### src/rtl/pipe_issue_ctrl.sv
// In-order issue controller: instruction FIFO, RAW scoreboard and registered issue port.
// Optional stall/issue counters are built when ISSUE_STATS_EN is defined.
module pipe_issue_ctrl #(
    parameter int unsigned DEPTH  = 4,
    parameter int unsigned WB_LAT = 3
) (
    input  logic       clk1,
    input  logic       rst_n,
    input  logic       in_valid,
    output logic       in_ready,
    input  logic [3:0] in_rs1,
    input  logic [3:0] in_rs2,
    input  logic [3:0] in_rd,
    input  logic [3:0] in_func,
    input  logic [7:0] in_addr,
    input  logic       flush,
    output logic       iss_valid,
    output logic [3:0] iss_rs1,
    output logic [3:0] iss_rs2,
    output logic [3:0] iss_rd,
    output logic [3:0] iss_func,
    output logic [7:0] iss_addr,
    output logic       stall,
    output logic       illegal,
    output logic       busy
`ifdef ISSUE_STATS_EN
    ,
    output logic [15:0] stall_cnt,
    output logic [15:0] issue_cnt
`endif
);

    localparam int unsigned PtrW = (DEPTH > 1) ? $clog2(DEPTH) : 1;
    localparam int unsigned CntW = PtrW + 1;

    typedef struct packed {
        logic [3:0] rs1;
        logic [3:0] rs2;
        logic [3:0] rd;
        logic [3:0] func;
        logic [7:0] addr;
    } instr_t;

    instr_t            mem_q [DEPTH];
    logic [PtrW-1:0]   wr_ptr_q, wr_ptr_d;
    logic [PtrW-1:0]   rd_ptr_q, rd_ptr_d;
    logic [CntW-1:0]   count_q, count_d;
    logic [WB_LAT-1:0] sb_v_q;
    logic [3:0]        sb_rd_q [WB_LAT];
    instr_t            iss_q, iss_d;
    logic              iss_valid_q, iss_valid_d;
    logic              stall_q, stall_d;
    logic              illegal_q, illegal_d;

    instr_t head;
    logic   full, empty, use_a, use_b, legal, hazard;
    logic   active, push, pop, issue;

    assign head     = mem_q[rd_ptr_q];
    assign full     = (count_q == CntW'(DEPTH));
    assign empty    = (count_q == '0);
    assign in_ready = !full;

    // Decode which operands the head func actually reads; 12-15 are illegal.
    always_comb begin
        use_a = 1'b0;
        use_b = 1'b0;
        legal = 1'b1;
        case (head.func)
            4'd0, 4'd1, 4'd2, 4'd5, 4'd6, 4'd7: begin
                use_a = 1'b1;
                use_b = 1'b1;
            end
            4'd3, 4'd8, 4'd10, 4'd11: use_a = 1'b1;
            4'd4, 4'd9:               use_b = 1'b1;
            default:                  legal = 1'b0;
        endcase
    end

    // RAW check of the head against every in-flight destination; rd/rd is harmless in order.
    always_comb begin
        hazard = 1'b0;
        for (int i = 0; i < WB_LAT; i++) begin
            if (sb_v_q[i] && ((use_a && (sb_rd_q[i] == head.rs1)) ||
                              (use_b && (sb_rd_q[i] == head.rs2)))) begin
                hazard = 1'b1;
            end
        end
    end

    // Per-cycle decision and next-state for FIFO bookkeeping and issue registers.
    always_comb begin
        active = !empty && !flush;
        // Illegal heads are dropped regardless of hazards.
        pop    = active && (!legal || !hazard);
        issue  = active && legal && !hazard;
        // No bypass when full: in_ready already reflects the pre-pop count.
        push   = in_valid && !full && !flush;

        if (flush) begin
            count_d  = '0;
            wr_ptr_d = '0;
            rd_ptr_d = '0;
        end else begin
            count_d  = count_q + CntW'(push) - CntW'(pop);
            wr_ptr_d = wr_ptr_q + PtrW'(push);
            rd_ptr_d = rd_ptr_q + PtrW'(pop);
        end

        iss_valid_d = issue;
        iss_d       = issue ? head : iss_q;
        stall_d     = active && legal && hazard;
        illegal_d   = active && !legal;
    end

    // FIFO storage needs no reset; the count defines which entries are live.
    always_ff @(posedge clk1) begin
        if (push) begin
            mem_q[wr_ptr_q] <= '{rs1: in_rs1, rs2: in_rs2, rd: in_rd, func: in_func,
                                 addr: in_addr};
        end
    end

    // Control state and issue port registers.
    always_ff @(posedge clk1) begin
        if (!rst_n) begin
            count_q     <= '0;
            wr_ptr_q    <= '0;
            rd_ptr_q    <= '0;
            iss_q       <= '0;
            iss_valid_q <= 1'b0;
            stall_q     <= 1'b0;
            illegal_q   <= 1'b0;
        end else begin
            count_q     <= count_d;
            wr_ptr_q    <= wr_ptr_d;
            rd_ptr_q    <= rd_ptr_d;
            iss_q       <= iss_d;
            iss_valid_q <= iss_valid_d;
            stall_q     <= stall_d;
            illegal_q   <= illegal_d;
        end
    end

    // Scoreboard shift register; flush leaves in-flight entries to drain naturally.
    always_ff @(posedge clk1) begin
        if (!rst_n) begin
            sb_v_q <= '0;
            for (int i = 0; i < WB_LAT; i++) sb_rd_q[i] <= '0;
        end else begin
            sb_v_q[0]  <= issue;
            sb_rd_q[0] <= head.rd;
            for (int i = 1; i < WB_LAT; i++) begin
                sb_v_q[i]  <= sb_v_q[i-1];
                sb_rd_q[i] <= sb_rd_q[i-1];
            end
        end
    end

    assign iss_valid = iss_valid_q;
    assign iss_rs1   = iss_q.rs1;
    assign iss_rs2   = iss_q.rs2;
    assign iss_rd    = iss_q.rd;
    assign iss_func  = iss_q.func;
    assign iss_addr  = iss_q.addr;
    assign stall     = stall_q;
    assign illegal   = illegal_q;
    assign busy      = !empty || (|sb_v_q);

`ifdef ISSUE_STATS_EN
    logic [15:0] stall_cnt_q, issue_cnt_q;

    // Stall count saturates, issue count wraps; neither is cleared by flush.
    always_ff @(posedge clk1) begin
        if (!rst_n) begin
            stall_cnt_q <= '0;
            issue_cnt_q <= '0;
        end else begin
            if (stall_d && (stall_cnt_q != 16'hFFFF)) stall_cnt_q <= stall_cnt_q + 16'd1;
            if (issue) issue_cnt_q <= issue_cnt_q + 16'd1;
        end
    end

    assign stall_cnt = stall_cnt_q;
    assign issue_cnt = issue_cnt_q;
`endif

endmodule

### config.mk
export PLATFORM = sky130hd
export DESIGN_NAME = pipe_issue_ctrl
export DESIGN_NICKNAME = d
export VERILOG_FILES = /design/src/rtl/pipe_issue_ctrl.sv
export SDC_FILE = /design/constraint.sdc
export NUM_CORES = 1
export LEC_CHECK = 0
export BUFFER_PORTS_ARGS = -buffer_cell sky130_fd_sc_hd__buf_2
export CORE_UTILIZATION = 63
export DETAILED_ROUTE_END_ITERATION = 8
export GPL_ROUTABILITY_DRIVEN = 0
export PLACE_DENSITY = 0.91
export SYNTH_ARGS = -nofsm -noshare
export SYNTH_HDL_FRONTEND = slang
export SYNTH_SLANG_ARGS = --single-unit
export TNS_END_PERCENT = 30
### constraint.sdc
create_clock -name clk1 -period 5.9 [get_ports clk1]
set_clock_uncertainty 0.1 [all_clocks]
set_input_delay 0.295 -clock clk1 [delete_from_list [all_inputs] [get_ports clk1]]
set_output_delay 0.295 -clock clk1 [all_outputs]
set_load 0.1 [all_outputs]
Yosys cells after proc, flatten, opt, wreduce, memory -nomap -nowiden

Memory sizes are Yosys's and may differ from the RTL's. A register that Yosys moved wholly into a read port is not among the register bits.
Index checks and enable logic that the tools add are counted.

Input port bits: 28
Memories kept: 2
Register bits after elaboration: 37
Bits in writable memories: 108

Bitwise gates (word level): 4
Mux-type cells: 14
Equality and inequality tests: 18
$add $sub $neg: 4
Reduce and logical (&&, ||, !) cells: 34

Memory list:

| name    | words | width | rd ports | clocked after Yosys merged registers in | wr ports | RTL line | source |
|---|---|---|---|---|---|---|---|
| mem_q   | 4     | 24    | 1        | 1                                       | 1        | 44       | `instr_t mem_q [DEPTH];` |
| sb_rd_q | 3     | 4     | 3        | 0                                       | 3        | 49       | `logic [3:0] sb_rd_q [WB_LAT];` |

Operators by type and width:

| cell                                                                   | count |
|---|---|
| 4-bit equality test                                                    | 6 |
| 1-bit logical AND                                                      | 17 |
| 4-bit by 3-bit equality test with 1-bit output (second input constant) | 4 |
| 4-bit equality test (second input constant)                            | 4 |
| 4-bit two-way mux                                                      | 3 |
| 12-bit OR reduction                                                    | 1 |
| 1-bit two-way mux                                                      | 10 |
| 10-bit OR reduction                                                    | 1 |
| 4-bit by 2-bit equality test with 1-bit output (second input constant) | 2 |
| 8-bit OR reduction                                                     | 1 |
| 1-bit zero test                                                        | 5 |
| 1-bit logical OR                                                       | 5 |
| 2-bit by 1-bit adder with 2-bit output                                 | 2 |
| 4-bit by 1-bit equality test with 1-bit output (second input constant) | 1 |
| 4-bit zero test                                                        | 1 |
| 3-bit by 1-bit adder with 3-bit output                                 | 1 |
| 3-bit equality test (second input constant)                            | 1 |
| 3-bit zero test                                                        | 1 |
| 1-bit bitwise OR                                                       | 3 |
| 3-bit OR reduction                                                     | 1 |
| 3-bit by 1-bit subtractor with 3-bit output                            | 1 |
| 2-bit two-way mux                                                      | 1 |
| 2-bit OR reduction                                                     | 1 |
| 1-bit inverter                                                         | 1 |

Longest topological paths before layout

Gate-level depths: netlist of the first run.

Word-level depth: 14
Depth in mapped cells: 15
Gate-level depth less buffers: 12

Worst setup path before layout of the first run

OpenSTA, ideal clock, no wires.

Kind: reg-to-reg
Start: register count_q[1]
End: memory mem_q[2][0] (netlist name) (enable)
Buffers on the path: 0
Path slack: 1.973 ns
Setup time: 0.440 ns
Cell stages (with the launch flop): 6
Arrival time: 3.386 ns
Path through: dfxtp_1 -> nor2_1 -> nand2_1 -> nand2_1 -> or2_2 -> nor3b_1

Cells in the longest elaborated chain, start to end: 6

Ends and longest elaborated chain:

| element                                 | RTL line | source |
|---|---|---|
| start: declaration                      | 47       | `logic [CntW-1:0] count_q, count_d;` |
| start signal: assignment                | 135      | `count_q <= count_d;` |
| 3-bit equality test                     | 60       | `assign full = (count_q == CntW'(DEPTH));` |
| 1-bit zero test                         | n/a      |  |
| via in_ready                            | 10       | `output logic in_ready,` |
| 1-bit logical AND (2 in a row)          | 98       | `push = in_valid && !full && !flush;` |
| 1-bit two-way mux                       | 118      | `if (push) begin` |
| 1-bit two-way mux (not written as such) | 119      | `mem_q[wr_ptr_q] <= '{rs1: in_rs1, rs2: in_rs2, rd: in_rd, func: in_func,` |
| end: declaration                        | 44       |  |

The timed path passes the listed nets, and every way through them passes these cells.

==> results of run 1 <==
cell families after synthesis:
logic type               after synthesis
flip-flops                           144
buffers and inverters                 20
AO/OA/AOI/OAI                         19
adder cells (fa/ha/maj)                3
multiplexers                          61
XOR/XNOR                              23
AND/OR/NAND/NOR                      108
per-stage QoR:
| stage | power (mW) | cells |
|---|---|---|
| after global routing | 2.34 | 586 |
| final | 2.29 | 586 |
| after detailed placement | 1.28 | 530 |
| after global placement | 1.28 | 530 |
| after CTS | 2.29 | 586 |
| after floorplan | 1.24 | 378 |
registers in the layout, summed over array words and instances, names as in the netlist:
register  count
illegal       1
iss_rs2       4
sb_v_q        3
wr_ptr_q      2
mem_q        96
iss_rd        4
stall         1
sb_rd_q      12
iss_func      4
iss_rs1       4
iss_addr      8
count_q       3
rd_ptr_q      2
final cells by class:
cell class | instances | area, um2
sequential | 144 | 3840
multi-input combinational | 214 | 1920
fill | 436 | 1860
timing repair buffer | 86 | 566
clock buffer | 17 | 414
clock inverter | 15 | 143
tap | 108 | 135
inverter | 2 | 7.51
layer usage:
metal	up-vias	track usage, %
met3	46	6.52
met4	0	17.0
met2	248	51.6
li1	1599	-
met5	-	0
met1	1795	37.5
where the power goes:
part	internal (mW)	switching, mW	leakage (nW)	total, mW
combinational	0.0586	0.110	1.11	0.168
sequential	1.10	0.0164	1.26	1.11
clock	0.539	0.469	0.271	1.01
cell usage after synthesis (2+ instances only):
| cell type | number | area, um2 |
|---|---|---|
| buf_6 | 3 | 33.8 |
| nor2_1 | 8 | 30.0 |
| nor2b_1 | 3 | 18.8 |
| o221a_2 | 2 | 22.5 |
| or3b_2 | 4 | 35.0 |
| nand3_1 | 5 | 25.0 |
| a31o_1 | 2 | 17.5 |
| dfxtp_1 | 48 | 961 |
| buf_8 | 2 | 30.0 |
| mux4_2 | 23 | 518 |
| nand2_1 | 45 | 169 |
| inv_1 | 2 | 7.51 |
| and2_1 | 17 | 106 |
| nor3_1 | 2 | 10.0 |
| xnor2_1 | 23 | 201 |
| nand2b_1 | 4 | 25.0 |
| ha_1 | 2 | 25.0 |
| clkbuf_1 | 9 | 33.8 |
| o21ai_0 | 2 | 10.0 |
| mux2i_1 | 37 | 370 |
| nand3b_1 | 8 | 60.1 |
| and3_1 | 6 | 37.5 |
| edfxtp_1 | 96 | 2880 |
| a21oi_1 | 2 | 10.0 |
| o2111ai_2 | 2 | 30.0 |
| a31o_2 | 3 | 26.3 |
| buf_2 | 3 | 15.0 |
| o2111ai_1 | 2 | 17.5 |
placed cells by master (no fill, tap or decap), drive strengths merged, types with 6 or more instances in the layout:
cell type / count
edfxtp: 96
clkbuf: 17
nand3b: 8
nor2: 8
mux2i: 37
mux4: 24
nand2: 46
dlygate4sd3: 24
dfxtp: 48
inv: 12
xnor2: 23
buf: 62
and3: 6
and2: 17
worst max-delay path by stage:
| stage | startpoint | to | depth (start not counted) |
|---|---|---|---|
| 2_1_floorplan | count_q[1] | mem_q[2][0] | 5 |
| 3_3_place_gp | rd_ptr_q[1] | count_q[2] | 13 |
| 3_5_place_dp | rd_ptr_q[1] | count_q[2] | 13 |
| 4_1_cts | rd_ptr_q[1] | count_q[2] | 13 |
| 5_1_grt | rd_ptr_q[1] | count_q[2] | 13 |
| 6_report | rd_ptr_q[1] | count_q[2] | 13 |
tightest hold or removal path: cells and delay by family:
family | cells | cell delay, ns
AND/OR/NAND/NOR | 3 | 0.24
buffers and inverters | 1 | 0.15
repair_timing:
item	CTS	global route
setup endpoints to repair	0	0
hold endpoints to repair	96	0
buffers inserted	0	0
hold buffers	24	0
==> summary.md, run 1 <==
| Metric | Value |
|---|---|
| Post-Syn Instances | `378` |
| Std-Cell Rows | `34` |
| Total wire length | `13.7 mm` |
| Worst reg-to-reg path cell count | `13` |
| Unrepaired setup endpoints after global routing | `false` |
| Worst Hold End | `illegal` |
| Status | `complete, no violations` |
| Ant diodes | `0` |
| Simple-gate area share of the yosys netlist | `9.56%` |
| Worst-Skew Late Latency | `0.53 ns` |
| GRT Overall Usage | `30.7%` |
| Final nets | `496` |
| Area grow syn2layout | `19.6%` |
| Reg-to-reg startpoint | `rd_ptr_q[1]` |
| Routed vias/inst | `6.29` |
| Design area | `between 7000 and 8000 um2` |
| Hold WC Path Type | `in -> reg` |
| Post_cts resized | `0` |
| Met2 Wirelength | `7.07 mm` |
| Chip width | `98.6 um` |
| DRC | `0` |
| Post-synthesis mux area share | `15.6%` |
| Synth Area in Adders | `less than 1%` |
| CP Data Arrival Time | `4.63 ns` |
| Clock transition at path regs | `0.07 ns` |
| Max incr delay on CP | `0.93 ns` |
| Main combinational cell family by area after synthesis | `multiplexers` |
| Hold path startpoint | `flush` |
| Cell leakage power | `2.64 nW` |
| TritonCTS Buffers | `17` |
| Crit path max fanout | `26` |
| Slowest CP cell | `dfxtp_1` |
| PortBufs | `56` |
| Post-layout util | `79.1%` |
| Compound-Gate Fraction of Synth Area | `3.19%` |
| Detailed Place HPWL | `7.76 mm` |
| Hold Crit Depth | `4` |
| Fmax | `232 MHz` |
| Final hold slack | `between 0.1 and 0.15 ns` |
| Max_cap viols | `0` |
| CP Capture Type | `register` |
| CP cell instances | `buf_4, mux4_2, nand2_1, o21ai_0, a31oi_1, a2111oi_4, nand2_1, o21ai_0, ha_1, fa_1, xnor2_1, xnor2_1, nor2_1` |
| Seq/Total Area, Yosys | `65.4%` |
| WL met1 | `4.90 mm` |
| PD cells | `325 nW/um2` |
| IO Count | `57` |
| Crit Path Class | `reg -> reg` |
| Synth async-reset ratio | `0%` |
| Number of global-route vias before repair | `3807` |
| Netlist cell types | `41` |
| Max transition margin | `32.3%` |
| Final TNS setup | `0 ns` |
| Antenna violations before repair | `0` |
| Die height | `98.6 um` |
| Setup slack, reg-to-reg | `1.58 ns` |
| Routed vias | `3688` |
| WP buf/inv | `1` |
| Final period util | `between 70 and 80%` |
| Critical Path RT | `approximately 6.2 ns` |
| Place WS | `1.76 ns` |
| Hold Vio Cnt, Final | `0` |
| Flops & latches, synth | `144` |
| EDFF count, synth | `between 90 and 100` |
| XOR/XNOR Fraction of Synth Area | `3.43%` |
| First-pass GRT wire length | `21.2 mm` |
| CP top delay family | `flip-flops` |
| RR Endpoint | `count_q[2]` |
| Met3 routed WL | `1.23 mm` |
| DR iter-0 viols | `412` |
| Cell Area, Synth | `~6000 um2` |
| Max Used Layer | `met4` |
| Final setup violating endpoints | `0` |
| Proportion of layout cells with a drive suffix above 1 | `28.5%` |
| Core Area | `8890 um2` |
| CTS root buf | `clkbuf_8` |
| Antenna viol nets, final | `0` |
| Prevailing post-synth register cell | `edfxtp_1` |
| WL/cell | `around 23 um` |
| Mapped Nets | `409` |
| Largest net degree at the start of global routing | `60` |
| Final setup margin | `1.58 ns` |
| Max rail drop VDD | `0.000290 V` |
| Clock Sinks | `144` |
| Clock buffer depth | `2` |
| Worst slew pin tran | `1.02 ns` |
| CTS tree | `yes` |
| Drt first pass iters | `5` |
| Crit start category | `register` |
| H-tree levels | `4` |
| Period minus WS final | `4.32 ns` |
| Max-slew violation count | `0` |
| Initial Util | `approximately 66%` |
| Gr ovfl total | `0` |
| Post-DP Area | `6240 um2` |
| Synth Area per Inst | `15.6 um2` |
| Yosys warnings | `0` |
| Die area | `around 10000 um2` |
Note: power is estimated with default switching activity, not from simulation.
==> run 2: changes to the inputs <==
--- a/config.mk
+++ b/config.mk
@@ -6,10 +6,10 @@
 export NUM_CORES = 1
 export LEC_CHECK = 0
 export BUFFER_PORTS_ARGS = -buffer_cell sky130_fd_sc_hd__buf_2
-export CORE_UTILIZATION = 63
+export CORE_UTILIZATION = 58
 export DETAILED_ROUTE_END_ITERATION = 8
 export GPL_ROUTABILITY_DRIVEN = 0
-export PLACE_DENSITY = 0.91
+export PLACE_DENSITY = 0.85
 export SYNTH_ARGS = -nofsm -noshare
 export SYNTH_HDL_FRONTEND = slang
 export SYNTH_SLANG_ARGS = --single-unit
==> constraint.sdc (replaced) <==
create_clock -name clk1 -period 4.5 [get_ports clk1]
set_clock_uncertainty 0.1 [all_clocks]
set_input_delay 0.225 -clock clk1 [delete_from_list [all_inputs] [get_ports clk1]]
set_output_delay 0.225 -clock clk1 [all_outputs]
set_load 0.1 [all_outputs]
==> run 2 against run 1 <==
Via count decreased by 4.0%. Clock power up 42%. Die area up 8.4%. Clock-buffer cell count grew 5. Register-to-register slack got worse by 0.99 ns. Routed wire length decreased by 12%. Setup slack worse by 0.99 ns. Highest routed layer unchanged.
==> summary.md, run 2 (synthesis gave the netlist of run 1 again) <==
| Metric | Value |
|---|---|
| Max rail drop VDD | `between 0.0002 and 0.0003 V` |
| Slowest CP cell | `dfxtp_2` |
| CTS tree | `yes` |
| Biggest register | `mem_q` |
| IO Count | `57` |
| Gr ovfl total | `0` |
| Routed vias | `3540` |
| Max_cap viols | `0` |
| Drt first pass iters | `5` |
| Register area | `3840 um2` |
| Final period util | `86.7%` |
| Crit Path Class | `reg -> reg` |
| CP Data Arrival Time | `4.21 ns` |
| Commonest non-fill, non-tap cells in the layout | `edfxtp_1, buf_2, dfxtp_1, nand2_1, mux2i_1` |
| Detailed Place HPWL | `7.77 mm` |
| WL/cell | `19.7 um` |
| Final setup violating endpoints | `0` |
| Commonest non-fill, non-tap cell in the layout | `edfxtp_1` |
| Die area | `~11000 um2` |
| Number of global-route vias before repair | `about 3.6k` |
| Clock buffer depth | `2` |
| DRC | `0` |
| Max transition margin | `a little over a third` |
| Std-Cell Rows | `36` |
| Final nets | `499` |
| Area grow syn2layout | `21.6%` |
| CP cell instances | `mux4_2, nand2_1, o21ai_0, a31oi_1, a2111oi_4, nand2_1, o21ai_0, ha_1, fa_1, xnor2_1, xnor2_1, nor2_1` |
| Clock Sinks | `144` |
| CP Capture Type | `register` |
| Fin cells | `~600` |
| CTS root buf | `clkbuf_8` |
| Hold Vio Cnt, Final | `0` |
| Chip width | `between 100 and 150 um` |
| Proportion of layout cells with a drive suffix above 1 | `28.7%` |
| PD cells | `434 nW/um2` |
| Initial Util | `59.9%` |
| Crit path max fanout | `22` |
| Setup Buffers After CTS | `0` |
| Unrepaired setup endpoints after global routing | `false` |
| CP top delay family | `compound AO/OA/AOI/OAI gates` |
| Worst-Skew Late Latency | `0.53 ns` |
| Cell leakage power | `2.69 nW` |
| Antenna viol nets, final | `0` |
| Fill cells | `616` |
| Antenna violations before repair | `0` |
| Ant diodes | `0` |
| First-pass GRT wire length | `18.7 mm` |
| Crit start category | `register` |
| Max reg flops | `96` |
| WP buf/inv | `0` |
| Placed insts | `558` |
| DR iter-0 viols | `293` |
| TritonCTS Buffers | `17` |
| Clock transition at path regs | `0.06 ns` |
| Multi-input logic area | `1920 um2` |
| Period minus WS final | `3.90 ns` |
| Final TNS setup | `0 ns` |
| Max incr delay on CP | `0.77 ns` |
| GRT Overall Usage | `between 20 and 30%` |
| H-tree levels | `4` |
| Core Area | `9820 um2` |
| PortBufs | `56` |
| Hold WC Path Type | `in -> reg` |
| Total wire length | `12.1 mm` |
| Largest net degree at the start of global routing | `60` |
| Status | `complete, no violations` |
| Die height | `103 um` |
| Routed vias/inst | `5.77` |
| Worst slew pin tran | `between 0.9 and 1 ns` |
| Fmax | `between 200 and 300 MHz` |
| Max-slew violation count | `0` |
| Post_cts resized | `0` |
| Critical Path RT | `4.81 ns` |
[run 2: changes by cell type in the layout (fill, tap and decap cells not counted)]
cell / change
bufinv_16: +2
clkbuf_4: +1
inv_8: -4
clkinv_4: +2
inv_6: -4
clkbuf_16: +3
clkinv_8: -1
clkinvlp_4: -2
clkbuf_1: +1
clkinv_2: +1
buf_4: +3
inv_4: +1
[run 2: worst paths after layout]
check | to | start | slack [ns] | cells after the start
min | stall | flush | 0.05 | 4
max | count_q[2] | rd_ptr_q[0] | 0.60 | 12
max reg2reg | count_q[2] | rd_ptr_q[0] | 0.60 | 12
min reg2reg | iss_rs1[1] | iss_rs1[1] | 0.35 | 2
[run 2: power by group]
group          switching, mW  internal [mW]  total, mW  leakage (nW)
registers             0.0185           1.44       1.46          1.26
clock network          0.532          0.899       1.43         0.309
logic                  0.139         0.0776      0.216          1.12
[run 2: per-stage QoR]
stage / setup WS (ns) / hold slack [ns] / area [um2] / power [mW] / util [%]
global placement: 0.777 / 0.335 / 6290 / 1.67 / 64.1
floorplan: 0.573 / 0.224 / 5880 / 1.63 / -
detailed placement: 0.669 / 0.343 / 6290 / 1.68 / 64.1
CTS: 0.604 / 0.0234 / 7150 / 3.11 / 72.8
finish: 0.597 / 0.0515 / 7150 / 3.10 / 72.8
global route: 0.377 / 0.0745 / 7150 / 3.18 / 72.8
[run 2: routing by layer]
layer / vias to the layer above / share of wire [%] / wire, um / track usage (%)
met5: - / 0 / 0 / 0
met4: 0 / 2.7 / 325 / 12.1
met3: 29 / 4.5 / 547 / 5.02
met2: 127 / 51 / 6170 / 42.1
met1: 1783 / 42 / 5080 / 31.7
li1: 1601 / - / - / -
[run 2: worst register-to-register path, cell delays in order (launching register included)]
cell and delay, ns:
dfxtp_2 0.77, mux4_2 0.67, nand2_1 0.28, o21ai_0 0.17, a31oi_1 0.39, a2111oi_4 0.11, nand2_1 0.15, o21ai_0 0.11
ha_1 0.23, fa_1 0.41, xnor2_1 0.20, xnor2_1 0.14, nor2_1 0.05
[run 2: cell type report]
class,count,area share (%)
flip-flops and latches,144,53.8
multi-input cells,214,26.9
repair buffers,89,8.22
clock buffers,22,7.00
well taps,133,2.33
clock inverters,10,1.68
inverters,2,0.105
[run 2: timing repair]
item | CTS | global route
hold endpoints to repair | 96 | 0
setup endpoints to repair | 0 | 0
hold buffers | 24 | 0
==> run 3: changes to the inputs <==
--- a/config.mk
+++ b/config.mk
@@ -5,11 +5,12 @@
 export SDC_FILE = /design/constraint.sdc
 export NUM_CORES = 1
 export LEC_CHECK = 0
+export ABC_AREA = 1
 export BUFFER_PORTS_ARGS = -buffer_cell sky130_fd_sc_hd__buf_2
-export CORE_UTILIZATION = 58
+export CORE_UTILIZATION = 59
 export DETAILED_ROUTE_END_ITERATION = 8
 export GPL_ROUTABILITY_DRIVEN = 0
-export PLACE_DENSITY = 0.85
+export PLACE_DENSITY = 0.86
 export SYNTH_ARGS = -nofsm -noshare
 export SYNTH_HDL_FRONTEND = slang
 export SYNTH_SLANG_ARGS = --single-unit
==> run 3 against run 2 <==
Setup slack gained 0.36 ns. Cell area grew 0.79%. Final cell count grew 37%. Highest routed layer unchanged. Sequential share of layout area shrank 0.44 points. Area after synthesis grew 2.6%.
==> summary.md, run 3 <==
| Metric | Value |
|---|---|
| Critical Path RT | `between 4 and 5 ns` |
| Setup Buffers After CTS | `0` |
| Antenna violations before repair | `0` |
| Multi-input logic area | `between 1500 and 2000 um2` |
| Commonest non-fill, non-tap cells in the layout | `nand2_1, edfxtp_1, nor2_1, buf_2, inv_1` |
| Max rail drop VDD | `0.000295 V` |
| CTS tree | `yes` |
| Crit Path Class | `reg -> reg` |
| Post_cts resized | `0` |
| Post-synthesis mux area share | `0%` |
| PD cells | `437 nW/um2` |
| Largest net degree at the start of global routing | `51` |
| Total wire length | `14.1 mm` |
| Psw | `0.835 mW` |
| Most frequent cell after synthesis | `nand2_1` |
| Placed insts | `783` |
| Final TNS setup | `0 ns` |
| DRC | `0` |
| Ant diodes | `0` |
| H-tree levels | `4` |
| Final setup margin | `0.958 ns` |
| Hold Crit Depth | `3` |
| Post-Syn Instances | `612` |
| Clock Sinks | `144` |
| Register area | `3840 um2` |
| Crit start category | `register` |
| Worst-Skew Late Latency | `between 0.5 and 0.6 ns` |
| Fin cells | `840` |
| Initial Util | `61.4%` |
| PortBufs | `56` |
| Cell mode on critical path | `nand2_1` |
| Clock buffer depth | `2` |
| Compound-Gate Fraction of Synth Area | `~5.2%` |
| Max-slew violation count | `0` |
| Fmax | `282 MHz` |
| Pint | `2.32 mW` |
| Yosys warnings | `0` |
| Cell leakage power | `3.09 nW` |
| Unrepaired setup endpoints after global routing | `false` |
| Synth Area in Adders | `0.747%` |
| Area grow syn2layout | `19.5%` |
| Worst reg-to-reg path cell count | `17` |
| Simple-gate area share of the yosys netlist | `about a quarter` |
| Chip width | `about 100 um` |
| Mapped Nets | `643` |
| CTS root buf | `clkbuf_8` |
| Final setup violating endpoints | `0` |
| Slowest CP cell | `inv_2` |
| Proportion of layout cells with a drive suffix above 1 | `19.1%` |
| Design area | `7210 um2` |
| Register share of total power | `a little under half` |
| Routed vias | `between 4k and 5k` |
| Gr ovfl total | `0` |
| Post-DP Area | `6390 um2` |
| Synth top area cells | `edfxtp_1, dfxtp_1, nand2_1, nor2_1, inv_1` |
| Final period util | `78.7%` |
| Fill cells | `675` |
| First-pass GRT wire length | `21.8 mm` |
| Max incr delay on CP | `0.54 ns` |
| Worst slew pin tran | `0.810 ns` |
| TritonCTS Buffers | `17` |
| Routed vias/inst | `between 5 and 6` |
| CP cell instances | `buf_4, inv_2, nand3_2, nand3_1, nand2_1, nor2_1, nand3_1, nand2_1, nand2_1, nand4_1, inv_1, nand2_1, nand2_1, ha_1, fa_1, xor2_1, nor2_1` |
| Hold Vio Cnt, Final | `0` |
| Hold-fix buffers, CTS | `25` |
| DR iter-0 viols | `around 430` |
| Cell Area, Synth | `slightly above 6000 um2` |
| Clock transition at path regs | `roughly 0.06 ns` |
| Die height | `103 um` |
| CP Capture Type | `register` |
| Hold WC Path Type | `in -> reg` |
| Place WS | `roughly 1.1 ns` |
| Synth top area share | `47.8%` |
| Core Area | `slightly below 10000 um2` |
| Period minus WS final | `approximately 3.5 ns` |
| CP Data Arrival Time | `3.86 ns` |
| Netlist cell types | `28` |
| Detailed Place HPWL | `8.12 mm` |
| Total power | `3.15 mW` |
| EDFF count, synth | `96` |
| Flops & latches, synth | `144` |
| Max_cap viols | `0` |
| Synth Area per Inst | `9.85 um2` |
| Std-Cell Rows | `36` |
| Status | `complete, no violations` |
| Antenna viol nets, final | `0` |
| Main combinational cell family by area after synthesis | `simple AND/OR/NAND/NOR gates` |
| Biggest register | `mem_q` |
| Combinational power share | `11.2%` |
| Synth async-reset ratio | `0%` |
| GRT Overall Usage | `28.4%` |
| Top cells by count, synth | `nand2_1, edfxtp_1, nor2_1` |
| Drt first pass iters | `6` |
| WL/cell | `between 15 and 20 um` |
| Commonest non-fill, non-tap cell in the layout | `nand2_1` |
| Clock power share | `roughly 42%` |
| Setup slack, reg-to-reg | `~0.96 ns` |
| Die area | `approximately 11000 um2` |
| Dominant cell type by area after synthesis | `edfxtp_1` |
| Sw Ratio | `around a quarter` |
| Final nets | `725` |
| Crit path max fanout | `29` |
| Max reg flops | `96` |
| XOR/XNOR Fraction of Synth Area | `0.581%` |
| Max transition margin | `between 40% and 50%` |
| Prevailing post-synth register cell | `edfxtp_1` |
| Seq/Total Area, Yosys | `63.7%` |
| IO Count | `57` |
| Number of global-route vias before repair | `4426` |
## run 3: cell types whose count changed after synthesis, sizes merged, moves of 8 or more
cell    delta
and2      -17
inv       +54
mux2i     -37
mux4      -24
nand2    +124
nand3     +47
nand3b     -8
nor2      +84
o21ai     +33
o22ai      +8
xnor2     -22
## run 3: worst paths after layout
| path | startpoint | end |
|---|---|---|
| setup reg to reg | rd_ptr_q[1] | count_q[2] |
| hold / removal | rst_n | sb_rd_q[0][8] |
| hold reg to reg | sb_rd_q[0][4] | sb_rd_q[0][8] |
| setup / recovery | rd_ptr_q[1] | count_q[2] |
## run 3: layout make-up
class	instances	area share (%)
inverters	56	2.92
multi-input cells	388	25.5
clock inverters	10	1.02
repair buffers	87	7.99
well taps	133	2.31
flip-flops and latches	144	53.3
clock buffers	22	6.89
## run 3: power by group through the flow
stage                     Sequential [mW]  Combinational (mW)  Clock, mW
final                                1.47               0.354       1.33
after global routing                 1.47               0.379       1.40
after CTS                            1.47               0.349       1.33
after detailed placement             1.49               0.328          0
after global placement               1.49               0.319          0
after floorplan                      1.60               0.151          0
## run 3: logic make-up (layout without fill, tap and decap cells)
logic type	Yosys count	in the layout
adders and majority gates	3	3
buffers and inverters	80	175
DFF	144	144
xor gates and xnor gates	4	4
and+or+nand+nor	325	325
AOI/OAI and AO/OA	56	56
## run 3: through the flow
step / hold WS (ns) / util, %
2_1_floorplan: 0.224 / -
3_3_place_gp: 0.329 / 65.0
3_5_place_dp: 0.340 / 65.0
4_1_cts: 0.137 / 73.4
5_1_grt: 0.174 / 73.4
6_report: 0.144 / 73.4
## run 3: worst max-delay path, delay by kind of cell (launching register included)
family                     cells  cell delay, ns
xor gates and xnor gates       1            0.17
DFF                            1            0.30
and+or+nand+nor               11            1.39
buffers and inverters          3            0.88
adders and majority gates      2            0.58
## run 3: metal layers
layer | track usage (%) | up-vias | part of all wire, % | wire [um]
met1 | 34.1 | 2177 | 39 | 5450
met5 | 0 | - | 0 | 0
li1 | - | 2182 | - | -
met4 | 15.3 | 0 | 3.6 | 504
met2 | 47.5 | 242 | 49 | 6950
met3 | 6.92 | 45 | 8.2 | 1160
